===== src/rtl/sram_bus_arbiter_if.sv =====
// rtl/sram_bus_arbiter_if.sv - CPU/video request ports and SRAM pins of the SRAM bus arbiter
interface sram_bus_arbiter_if #(
  parameter int ADDR_W = 21
);
  logic              cpu_req;
  logic              cpu_we;
  logic [ADDR_W-1:0] cpu_addr;
  logic [7:0]        cpu_wdata;
  logic [7:0]        cpu_rdata;
  logic              cpu_ack;
  logic              cpu_ready;
  logic              vid_req;
  logic [ADDR_W-1:0] vid_addr;
  logic [7:0]        vid_rdata;
  logic              vid_ack;
  logic [ADDR_W-1:0] sram_addr;
  logic [7:0]        sram_dq_o;
  logic              sram_dq_oe;
  logic [7:0]        sram_dq_i;
  logic              sram_we_n;

  // Arbiter side.
  modport slave (
    input  cpu_req, cpu_we, cpu_addr, cpu_wdata, vid_req, vid_addr, sram_dq_i,
    output cpu_rdata, cpu_ack, cpu_ready, vid_rdata, vid_ack,
    output sram_addr, sram_dq_o, sram_dq_oe, sram_we_n
  );

  // Requesters plus SRAM device side.
  modport master (
    output cpu_req, cpu_we, cpu_addr, cpu_wdata, vid_req, vid_addr, sram_dq_i,
    input  cpu_rdata, cpu_ack, cpu_ready, vid_rdata, vid_ack,
    input  sram_addr, sram_dq_o, sram_dq_oe, sram_we_n
  );
endinterface


===== src/rtl/sram_bus_arbiter.sv =====
// rtl/sram_bus_arbiter.sv - shares one 8-bit SRAM between CPU cycles and video fetch, with write recovery
// Optional SRAM_ARB_PERF_EN adds a saturating CPU wait-cycle counter (perf_clr / perf_cpu_wait).
module sram_bus_arbiter #(
  parameter int ADDR_W        = 21,
  parameter int ACCESS_CYCLES = 2,
  parameter int STARVE_MAX    = 4
) (
  input  logic              clock,
  input  logic              reset,
  sram_bus_arbiter_if.slave bus
`ifdef SRAM_ARB_PERF_EN
  ,
  input  logic              perf_clr,
  output logic [15:0]       perf_cpu_wait
`endif
);

  localparam logic [2:0] IDLE   = 3'd0;
  localparam logic [2:0] VID_RD = 3'd1;
  localparam logic [2:0] CPU_RD = 3'd2;
  localparam logic [2:0] CPU_WR = 3'd3;
  localparam logic [2:0] WR_REC = 3'd4;

  localparam int            CW         = (ACCESS_CYCLES > 1) ? $clog2(ACCESS_CYCLES) : 1;
  localparam int            SW         = $clog2(STARVE_MAX + 1);
  localparam logic [CW-1:0] CYC_LAST   = CW'(ACCESS_CYCLES - 1);
  localparam logic [SW-1:0] STARVE_LIM = SW'(STARVE_MAX);
  localparam logic          WE_N_FIRST = (ACCESS_CYCLES == 1) ? 1'b0 : 1'b1;

  logic [2:0]    state;
  logic [CW-1:0] cyc_cnt;
  logic [SW-1:0] starve_cnt;
  logic          access_last;
  logic          grant_ok;
  logic          vid_win;
  logic          vid_grant;
  logic          cpu_grant;

  assign access_last = (cyc_cnt == CYC_LAST);

  // The cycle that carries an ack is a bus turnaround: the acked requester
  // still shows its old req, and nobody else is granted either.
  assign grant_ok  = (state == IDLE) && !bus.cpu_ack && !bus.vid_ack;
  assign vid_win   = bus.vid_req && ((starve_cnt < STARVE_LIM) || !bus.cpu_req);
  assign vid_grant = grant_ok && vid_win;
  assign cpu_grant = grant_ok && !vid_win && bus.cpu_req;

  assign bus.cpu_ready = !bus.cpu_req || bus.cpu_ack;

  always_ff @(posedge clock or posedge reset) begin
    if (reset) begin
      state          <= IDLE;
      cyc_cnt        <= '0;
      bus.sram_addr  <= '0;
      bus.sram_dq_o  <= '0;
      bus.sram_dq_oe <= 1'b0;
      bus.sram_we_n  <= 1'b1;
      bus.cpu_rdata  <= '0;
      bus.vid_rdata  <= '0;
      bus.cpu_ack    <= 1'b0;
      bus.vid_ack    <= 1'b0;
    end else begin
      bus.cpu_ack <= 1'b0;
      bus.vid_ack <= 1'b0;
      case (state)
        IDLE: begin
          cyc_cnt <= '0;
          if (vid_grant) begin
            state         <= VID_RD;
            bus.sram_addr <= bus.vid_addr;
          end else if (cpu_grant) begin
            bus.sram_addr <= bus.cpu_addr;
            if (bus.cpu_we) begin
              state          <= CPU_WR;
              bus.sram_dq_o  <= bus.cpu_wdata;
              bus.sram_dq_oe <= 1'b1;
              bus.sram_we_n  <= WE_N_FIRST;
            end else begin
              state <= CPU_RD;
            end
          end
        end
        VID_RD, CPU_RD: begin
          if (access_last) begin
            state <= IDLE;
            if (state == VID_RD) begin
              bus.vid_rdata <= bus.sram_dq_i;
              bus.vid_ack   <= 1'b1;
            end else begin
              bus.cpu_rdata <= bus.sram_dq_i;
              bus.cpu_ack   <= 1'b1;
            end
          end else begin
            cyc_cnt <= cyc_cnt + 1'b1;
          end
        end
        CPU_WR: begin
          if (access_last) begin
            state          <= WR_REC;
            bus.sram_we_n  <= 1'b1;
            bus.sram_dq_oe <= 1'b0;
            bus.cpu_ack    <= 1'b1;
          end else begin
            cyc_cnt       <= cyc_cnt + 1'b1;
            bus.sram_we_n <= 1'b0;
          end
        end
        WR_REC:  state <= IDLE;
        default: state <= IDLE;
      endcase
    end
  end

  always_ff @(posedge clock or posedge reset) begin
    if (reset) begin
      starve_cnt <= '0;
    end else if (!bus.cpu_req || cpu_grant) begin
      starve_cnt <= '0;
    end else if (vid_grant && (starve_cnt < STARVE_LIM)) begin
      starve_cnt <= starve_cnt + 1'b1;
    end
  end

`ifdef SRAM_ARB_PERF_EN
  always_ff @(posedge clock or posedge reset) begin
    if (reset) begin
      perf_cpu_wait <= '0;
    end else if (perf_clr) begin
      perf_cpu_wait <= '0;
    end else if (bus.cpu_req && !bus.cpu_ack && (perf_cpu_wait != 16'hFFFF)) begin
      perf_cpu_wait <= perf_cpu_wait + 16'd1;
    end
  end
`else
  // No wait-cycle counter in this build.
`endif

endmodule

===== src/flat_wrapper.sv =====
// flat-port wrapper written by rule: the top's interface ports become plain ports
module sram_bus_arbiter_flat 
#(
  parameter int ADDR_W        = 21,
  parameter int ACCESS_CYCLES = 2,
  parameter int STARVE_MAX    = 4
)
  (clock, reset, bus_cpu_req, bus_cpu_we, bus_cpu_addr, bus_cpu_wdata, bus_vid_req, bus_vid_addr, bus_sram_dq_i, bus_cpu_rdata, bus_cpu_ack, bus_cpu_ready, bus_vid_rdata, bus_vid_ack, bus_sram_addr, bus_sram_dq_o, bus_sram_dq_oe, bus_sram_we_n);
  sram_bus_arbiter_if #(.ADDR_W(ADDR_W)) bus_i ();
  input  logic clock;
  input  logic reset;
  input wire logic [$bits(bus_i.cpu_req)-1:0] bus_cpu_req;
  input wire logic [$bits(bus_i.cpu_we)-1:0] bus_cpu_we;
  input wire logic [$bits(bus_i.cpu_addr)-1:0] bus_cpu_addr;
  input wire logic [$bits(bus_i.cpu_wdata)-1:0] bus_cpu_wdata;
  input wire logic [$bits(bus_i.vid_req)-1:0] bus_vid_req;
  input wire logic [$bits(bus_i.vid_addr)-1:0] bus_vid_addr;
  input wire logic [$bits(bus_i.sram_dq_i)-1:0] bus_sram_dq_i;
  output wire logic [$bits(bus_i.cpu_rdata)-1:0] bus_cpu_rdata;
  output wire logic [$bits(bus_i.cpu_ack)-1:0] bus_cpu_ack;
  output wire logic [$bits(bus_i.cpu_ready)-1:0] bus_cpu_ready;
  output wire logic [$bits(bus_i.vid_rdata)-1:0] bus_vid_rdata;
  output wire logic [$bits(bus_i.vid_ack)-1:0] bus_vid_ack;
  output wire logic [$bits(bus_i.sram_addr)-1:0] bus_sram_addr;
  output wire logic [$bits(bus_i.sram_dq_o)-1:0] bus_sram_dq_o;
  output wire logic [$bits(bus_i.sram_dq_oe)-1:0] bus_sram_dq_oe;
  output wire logic [$bits(bus_i.sram_we_n)-1:0] bus_sram_we_n;
  assign bus_i.cpu_req = bus_cpu_req;
  assign bus_i.cpu_we = bus_cpu_we;
  assign bus_i.cpu_addr = bus_cpu_addr;
  assign bus_i.cpu_wdata = bus_cpu_wdata;
  assign bus_i.vid_req = bus_vid_req;
  assign bus_i.vid_addr = bus_vid_addr;
  assign bus_i.sram_dq_i = bus_sram_dq_i;
  assign bus_cpu_rdata = bus_i.cpu_rdata;
  assign bus_cpu_ack = bus_i.cpu_ack;
  assign bus_cpu_ready = bus_i.cpu_ready;
  assign bus_vid_rdata = bus_i.vid_rdata;
  assign bus_vid_ack = bus_i.vid_ack;
  assign bus_sram_addr = bus_i.sram_addr;
  assign bus_sram_dq_o = bus_i.sram_dq_o;
  assign bus_sram_dq_oe = bus_i.sram_dq_oe;
  assign bus_sram_we_n = bus_i.sram_we_n;
  sram_bus_arbiter #(.ADDR_W(ADDR_W), .ACCESS_CYCLES(ACCESS_CYCLES), .STARVE_MAX(STARVE_MAX)) u_core (.clock(clock), .reset(reset), .bus(bus_i));
endmodule

===== config.mk =====
export PLATFORM = sky130hd
export DESIGN_NAME = sram_bus_arbiter_flat
export DESIGN_NICKNAME = d
export VERILOG_FILES = /design/src/rtl/sram_bus_arbiter_if.sv /design/src/rtl/sram_bus_arbiter.sv /design/src/flat_wrapper.sv
export SDC_FILE = /design/constraint.sdc
export NUM_CORES = 1
export LEC_CHECK = 0
export ABC_CLOCK_PERIOD_IN_PS = 2800
export BUFFER_PORTS_ARGS = -buffer_cell sky130_fd_sc_hd__clkbuf_2
export CAP_MARGIN = 20
export CORE_UTILIZATION = 49
export DETAILED_ROUTE_END_ITERATION = 6
export GPL_TIMING_DRIVEN = 0
export PLACE_DENSITY_LB_ADDON = 0.12
export SYNTH_ARGS = -nofsm -noshare
export SYNTH_HDL_FRONTEND = slang
export SYNTH_SLANG_ARGS = --single-unit

===== constraint.sdc =====
create_clock -name clock -period 2.8 [get_ports clock]
set_input_delay 0.56 -clock clock [delete_from_list [all_inputs] [get_ports clock]]
set_output_delay 0.56 -clock clock [all_outputs]
set_load 0.1 [all_outputs]

# Yosys cells after proc, flatten, opt, wreduce, memory -nomap -nowiden
# Cells that the tools add are included.
# W data, S select, Z words.
[op_classes]
add_sub_neg = 2
order_cmp = 1
n_eq_ne = 9
mux = 25
bitwise_logic = 2
n_reduce_logical = 28
[op_table]
columns = ["op", "n"]
rows = [
  ["$mux W21", 2],
  ["$mux W3", 6],
  ["$mux W1", 12],
  ["$pmux W3 S3", 1],
  ["$reduce_and A3 Y1", 3],
  ["$pmux W1 S2", 4],
  ["$reduce_and A4 Y1", 2],
  ["$reduce_bool A2 Y1", 4],
  ["$logic_and A1 B1 Y1", 7],
  ["$eq A3 B2 Y1 const B", 2],
  ["$ne A2 B1 Y1 const B", 3],
  ["$reduce_and A5 Y1", 1],
  ["$logic_not A1 Y1", 4],
  ["$ne A2 B2 Y1 const B", 2],
  ["$add A3 B1 Y3 const B", 1],
  ["$eq A3 B1 Y1 const B", 1],
  ["$logic_not A3 Y1", 1],
  ["$logic_or A1 B1 Y1", 3],
  ["$lt A3 B3 Y1 const B", 1],
  ["$ne A3 B1 Y1 const B", 1],
  ["$reduce_or A3 Y1", 1],
  ["$not A1 Y1", 2],
  ["$reduce_and A2 Y1", 1],
  ["$reduce_or A2 Y1", 1],
  ["$add A1 B1 Y1 const B", 1],
]
[totals]
ff_bits = 56
inputBits = 63
out_inout_bits = 50
wordCells = 78

# Logic depth before layout (Yosys ltp)
# Gate-level depths: netlist of the first run.
[depth]
depth_word = 9
depth_mapped = 6
ltp_nobuf = 4

# Worst setup path after synthesis of the first run
# OpenSTA, ideal clock, no wires.
[synth_timing]
path_kind = "register to output"
from = "register u_core.bus.cpu_ack"
to = "output bus_cpu_ready"
arrival_time_ps = 1898
required_time_ps = 2240
path_slack_ps = 342
stages_incl_launch_ff = 2
path_buffers = 0
cell_sequence = "dfrtp_1 nand2b_1"
[synth_via]
elab_chain_cells = 1
[synth_rtl]
columns = ["element", "line_no", "source"]
rows = [
  ["start, declared", "sram_bus_arbiter_if.sv:25", "output cpu_rdata, cpu_ack, cpu_ready, vid_rdata, vid_ack,"],
  ["start signal, assigned", "sram_bus_arbiter.sv:60", "bus.cpu_ack <= 1'b0;"],
  ["start signal, assigned", "sram_bus_arbiter.sv:63", "bus.cpu_ack <= 1'b0;"],
  ["start signal, assigned", "sram_bus_arbiter.sv:91", "bus.cpu_ack <= 1'b1;"],
  ["$logic_or A1 B1 Y1", "sram_bus_arbiter.sv:48", "assign bus.cpu_ready = !bus.cpu_req || bus.cpu_ack;"],
  ["end, declared", "flat_wrapper.sv:21", "output wire logic [$bits(bus_i.cpu_ready)-1:0] bus_cpu_ready;"],
]
# Every way passes these cells.

# Worst setup path after layout of the first run
# Ends and elaborated chain as after synthesis.

==> results of run 1 <==
layer usage:
| metal | global-route usage [%] | wire (microns) | vias to the layer above |
|---|---|---|---|
| met2 | 34.2 | 2470 | 78 |
| met1 | 27.0 | 2300 | 883 |
| met4 | 4.79 | 34 | 0 |
| met3 | 5.34 | 365 | 4 |
| met5 | 0 | 0 | - |
| li1 | - | - | 945 |
sequential cells by signal (all words and copies together) (netlist names), 3 cells and up:
| name | count |
|---|---|
| u_core.bus.cpu_rdata | 8 |
| u_core.bus.sram_dq_o | 8 |
| u_core.bus.sram_addr | 21 |
| u_core.bus.vid_rdata | 8 |
| u_core.starve_cnt | 3 |
| u_core.state | 3 |
cell usage in the layout (no fill, tap or decap), types with 4 or more instances in the layout:
master    instances
o22ai_1          21
inv_1             4
nand2_1          25
mux2_2           24
o21ai_1          19
o21ai_0           6
nor2_1            4
clkbuf_1          6
clkbuf_8          5
dfrtp_1          55
clkbuf_2        111
how the worst min path moves through the flow:
| stage | slack, ns | depth (start not counted) | endpoint | start |
|---|---|---|---|---|
| after floorplan | 0.49 | 1 | u_core.state[1] | u_core.access_last |
| after global placement | 0.46 | 2 | u_core.bus.sram_addr[20] | u_core.bus.sram_addr[20] |
| after detailed placement | 0.48 | 2 | u_core.bus.sram_addr[15] | u_core.bus.sram_addr[15] |
| after CTS | 0.29 | 2 | u_core.bus.sram_addr[18] | reset |
| after global routing | 0.31 | 2 | u_core.bus.sram_addr[18] | reset |
| final | 0.27 | 2 | u_core.bus.sram_addr[18] | reset |
final cells by class:
type	count	area, sq um
sequential	56	1400
multi-input combinational	126	881
timing repair buffer	112	576
inverter	5	18.8
tap	52	65.1
clock buffer	5	68.8
buffer	10	61.3
fill	346	1390
clock inverter	3	42.5
metrics by stage:
stage / area (sq um) / setup WS [ns] / hold slack [ns] / util, %
final: 3120 / 0.817 / 0.273 / 69.2
after global routing: 3120 / 0.761 / 0.308 / 69.2
after CTS: 3120 / 0.801 / 0.294 / 69.2
after detailed placement: 3000 / 0.943 / 0.476 / 66.7
after global placement: 2980 / 0.202 / 0.460 / 66.3
after floorplan: 2360 / 0.342 / 0.495 / -
worst max-delay path: stages, from the launching register on:
cell      delay (ns)
dfrtp_1         0.52
nand2b_1        0.15
clkbuf_2        0.45
cell families after synthesis:
logic type               count (synthesis)  synth area share [%]
AO/OA/AOI/OAI                           55                  13.6
multiplexers                            25                  11.9
flip-flops                              56                  59.3
buffers and inverters                   15                  3.39
AND/OR/NAND/NOR                         45                  11.3
adder cells (fa/ha/maj)                  1                 0.529
==> impl_metrics.csv, run 1 <==
group,metric,value,unit
flow_run,drv_cap,0,
critical_path,crit_type,"flop to primary output",
logic_synthesis,async_flop_share,100,%
place,gp_congestion,0.731,
logic_synthesis,synth_area,2360,sq um
global_route,grt_antenna_before_repair,0,
clock_tree,cts.root.buffer_cell,"clkbuf_8",
routing,wl,5170,microns
logic_synthesis,synthTopCellsByCount,"dfrtp_1 (55), nand2_1 (25), mux2_2 (24)",
floorplanning,rows,24,
critical_path,r2r_end,"u_core.bus.sram_addr[2]",
sta,hold_viol,0,
critical_path,crit_start,"u_core.bus.cpu_ack",
sta,final_max_slew_viol_count,0,
cells_and_area,fin_cells,369,
global_route,grt_pass1_wl,8070,microns
critical_path,r2r_start,"u_core.state[0]",
run_status,outcome,"complete, no violations",
place,port_buffers,111,
clock_tree,cts_tree,"yes",
clock_tree,h-tree-depth,2,
logic_synthesis,synth_nets,261,
routing,drc,0,
floorplanning,pin_count,113,
sta,rsz0062_at_grt,"false",
logic_synthesis,yosysSeqAreaShare,59.3,%
critical_path,crit_path_max_fanout,5,
sta,worst_slew_pin_slew,0.735,ns
logic_synthesis,synth_top_area_share,58.2,%
clock_tree,ctsHoldBuffers,0,
global_route,grt.total_usage,20.4,%
sta,min_period,1.98,ns
clock_tree,insertion_delay,0.31,ns
sta,setup_viol,0,
logic_synthesis,synth_cell_types,33,
cells_and_area,antenna_cells,0,
logic_synthesis,synth.most_common_cell,"dfrtp_1",
routing,num_vias,1910,
cells_and_area,synthToLayoutAreaGrowth,31.8,%
clock_tree,cts_buffers,5,
global_route,grt_max_degree,31,
routing,via_per_inst,5.18,
routing,dr.pass1.iters,4,
place,dp.cells,361,
floorplanning,die_w,71.5,microns
logic_synthesis,syn_inst,197,
critical_path,cp-start-kind,"flop",
critical_path,rr_worst_depth,6,
global_route,grt_pass1_vias,1779,
logic_synthesis,synth_top_cell_by_area,"dfrtp_1",
routing,drtAntennaViolNets,0,
routing,drt_iter0_markers,90,
critical_path,required,2.24,ns
floorplanning,start_util,52.5,%
place,hpwl,3900,microns
global_route,grt_remaining_overflow,0,
sta,fin_crit_sh,70.8,%
sta,max_freq,504,MHz
hold_path,hold_path_class,"input port to asynchronous set/reset pin",
sta,setup_tns,0,ns
clock_tree,clock-sinks,56,
sta,slew_headroom,50.7,%
logic_synthesis,synth_warnings,0,
clock_tree,cts_max_path_buffers,2,
clock_tree,clkTransAtPathRegs,0.10,ns
logic_synthesis,synthTopCellsByArea,"dfrtp_1 (58%), mux2_2 (11%), o22ai_1 (5.6%)",
routing,wire_per_inst,14.0,microns
clock_tree,post_cts_buffers,0,
critical_path,reg2reg_slack,0.95,ns
floorplanning,die_y,71.5,microns
cells_and_area,drive_gt1_share,49.8,%
critical_path,cp-endpoint,"bus_cpu_ready",
floorplanning,dieArea,5110,sq um
clock_tree,cts_resized,0,
logic_synthesis,synth_edf_count,0,
sta,finClkSkew,0.00655,ns
logic_synthesis,synth_flop_cell,"dfrtp_1",
floorplanning,placeableCoreArea,4500,sq um
critical_path,endpoint_kind,"primary output",
critical_path,cp.arrival,1.42,ns
logic_synthesis,ys_ff_latch,56,
cells_and_area,fin_nets,380,
logic_synthesis,syn_avg_cell_area,12.0,sq um
Power of run 1 is left out: the tool's default activity adds up to more than one toggle a clock period on the data nets, which glitch-free logic cannot reach.
==> run 2, diff against run 1 <==
--- a/config.mk
+++ b/config.mk
@@ -5,10 +5,10 @@
 export SDC_FILE = /design/constraint.sdc
 export NUM_CORES = 1
 export LEC_CHECK = 0
-export ABC_CLOCK_PERIOD_IN_PS = 2800
+export ABC_CLOCK_PERIOD_IN_PS = 1900
 export BUFFER_PORTS_ARGS = -buffer_cell sky130_fd_sc_hd__clkbuf_2
 export CAP_MARGIN = 20
-export CORE_UTILIZATION = 49
+export CORE_UTILIZATION = 46
 export DETAILED_ROUTE_END_ITERATION = 6
 export GPL_TIMING_DRIVEN = 0
 export PLACE_DENSITY_LB_ADDON = 0.12
==> constraint.sdc (replaced) <==
create_clock -name clock -period 1.9 [get_ports clock]
set_input_delay 0.38 -clock clock [delete_from_list [all_inputs] [get_ports clock]]
set_output_delay 0.38 -clock clock [all_outputs]
set_load 0.1 [all_outputs]
==> run 2 against run 1 <==
  * Clock skew grew 0.0021 ns
  * Largest cell class unchanged
  * Critical endpoint is now u_core.bus.sram_dq_o[1]
  * Sequential share of layout area shrank 0.33 points
  * Register-to-register slack lost 0.83 ns
  * Setup slack lost 0.69 ns
==> impl_metrics.csv, run 2 (synthesis gave the netlist of run 1 again) <==
group,metric,value,unit
run_status,outcome,"complete, no violations",
critical_path,cp-start-kind,"flop",
clock_tree,cts_max_path_buffers,2,
sta,worst_slew_pin_slew,0.695,ns
sta,slew_headroom,53.4,%
routing,dr.pass1.iters,2,
routing,drt_iter0_markers,56,
place,hpwl,3860,microns
critical_path,rr_worst_depth,4,
critical_path,reg2reg_slack,0.12,ns
global_route,grt_max_degree,33,
sta,setup_viol,0,
hold_path,hold_path_class,"input port to asynchronous set/reset pin",
critical_path,crit_type,"flop to flop",
critical_path,crit_family,"simple AND/OR/NAND/NOR gates",
cells_and_area,fin_nets,380,
cells_and_area,drive_gt1_share,51.1,%
cells_and_area,synthToLayoutAreaGrowth,33.1,%
floorplanning,pin_count,113,
global_route,grt_antenna_before_repair,0,
routing,drtAntennaViolNets,0,
cells_and_area,largest_reg_flops,21,
floorplanning,die_y,73.7,microns
critical_path,endpoint_kind,"flop",
clock_tree,clkTransAtPathRegs,0.10,ns
routing,via_per_inst,4.95,
critical_path,crit_buf_inv,0,
routing,num_vias,1901,
critical_path,r2r_start,"u_core.state[1]",
cells_and_area,antenna_cells,0,
routing,wire_per_inst,13.1,microns
floorplanning,placeableCoreArea,4850,sq um
critical_path,critPathMaxStageDelay,0.45,ns
cells_and_area,postLayoutCoreUtil,64.9,%
clock_tree,h-tree-depth,2,
place,gp_congestion,0.741,
cells_and_area,final_cell_mix,"clkbuf_2 (111), dfrtp_1 (52), nand2_1 (25)",
global_route,grt.total_usage,20.3,%
sta,fin_crit_sh,93.5,%
sta,max_freq,563,MHz
critical_path,crit_slowest_cell,"dfrtp_2",
cells_and_area,top_register,"u_core.bus.sram_addr",
flow_run,drv_cap,0,
critical_path,required,2.09,ns
routing,wl,5040,microns
global_route,grt_remaining_overflow,0,
critical_path,cp.arrival,1.97,ns
critical_path,cp.depth,4,
critical_path,crit_chain,"or3_4 -> nor3_4 -> nand4_4 -> mux2_2",
sta,final_max_slew_viol_count,0,
clock_tree,cts_buffers,5,
sta,min_period,1.78,ns
global_route,grt_pass1_wl,8240,microns
floorplanning,dieArea,5430,sq um
critical_path,r2r_end,"u_core.bus.sram_dq_o[1]",
routing,drc,0,
cells_and_area,layout_commonest_cell,"clkbuf_2",
clock_tree,insertion_delay,0.31,ns
clock_tree,cts_tree,"yes",
clock_tree,ctsHoldBuffers,0,
floorplanning,die_w,73.7,microns
place,port_buffers,111,
clock_tree,cts.root.buffer_cell,"clkbuf_8",
floorplanning,start_util,48.7,%
sta,finClkSkew,0.00865,ns
global_route,grt_pass1_vias,1867,
clock_tree,clock-sinks,56,
critical_path,crit_path_max_fanout,10,
sta,rsz0062_at_grt,"false",
sta,hold_viol,0,
floorplanning,rows,25,
run 2: worst register-to-register path: cells and delay by family (launching register included):
kind	cells	cell delay, ns
flip-flops	1	0.45
multiplexers	1	0.34
AND/OR/NAND/NOR	3	0.88
run 2: stage by stage:
step                setup slack, ns  TNS, ns  cell area (sq um)  hold slack, ns  cells
floorplan                    0.0279        0               2370           0.495    197
global placement             -0.688   -28.80               3010           0.466    375
detailed placement           0.0787        0               3030           0.446    376
CTS                          0.0743        0               3140           0.102    384
global route                 0.0104        0               3150           0.135    384
finish                        0.124        0               3150          0.0905    384
run 2: layout make-up:
cell class / count / area, sq um
Clock inverter: 3 / 42.5
Timing Repair Buffer: 112 / 576
Inverter: 5 / 18.8
Buffer: 10 / 61.3
Fill cell: 420 / 1700
Sequential cell: 56 / 1410
Clock buffer: 5 / 68.8
Tap cell: 67 / 83.8
Multi-Input combinational cell: 126 / 890
run 2: layer usage:
metal	GRT usage [%]	wire [microns]
met1	23.8	2200
met5	0	0
met4	8.55	70
met3	4.66	306
met2	35.7	2470
run 2: worst max-delay path by stage:
stage | slack [ns] | endpoint | startpoint
CTS | 0.07 | u_core.bus.sram_addr[15] | u_core.state[1]
global route | 0.01 | u_core.bus.sram_dq_o[7] | u_core.state[2]
detailed placement | 0.08 | u_core.bus.cpu_rdata[4] | u_core.state[2]
global placement | -0.69 | u_core.bus.cpu_ack | reset
floorplan | 0.03 | u_core.bus.cpu_ack | reset
finish | 0.12 | u_core.bus.sram_dq_o[1] | u_core.state[1]
run 2: timing repair:
action / CTS / global route
gates resized for setup: 0 / 2
endpoints found under the setup margin: 0 / 23
buffers inserted: 0 / 0
Power of run 2 is left out for the same reason.
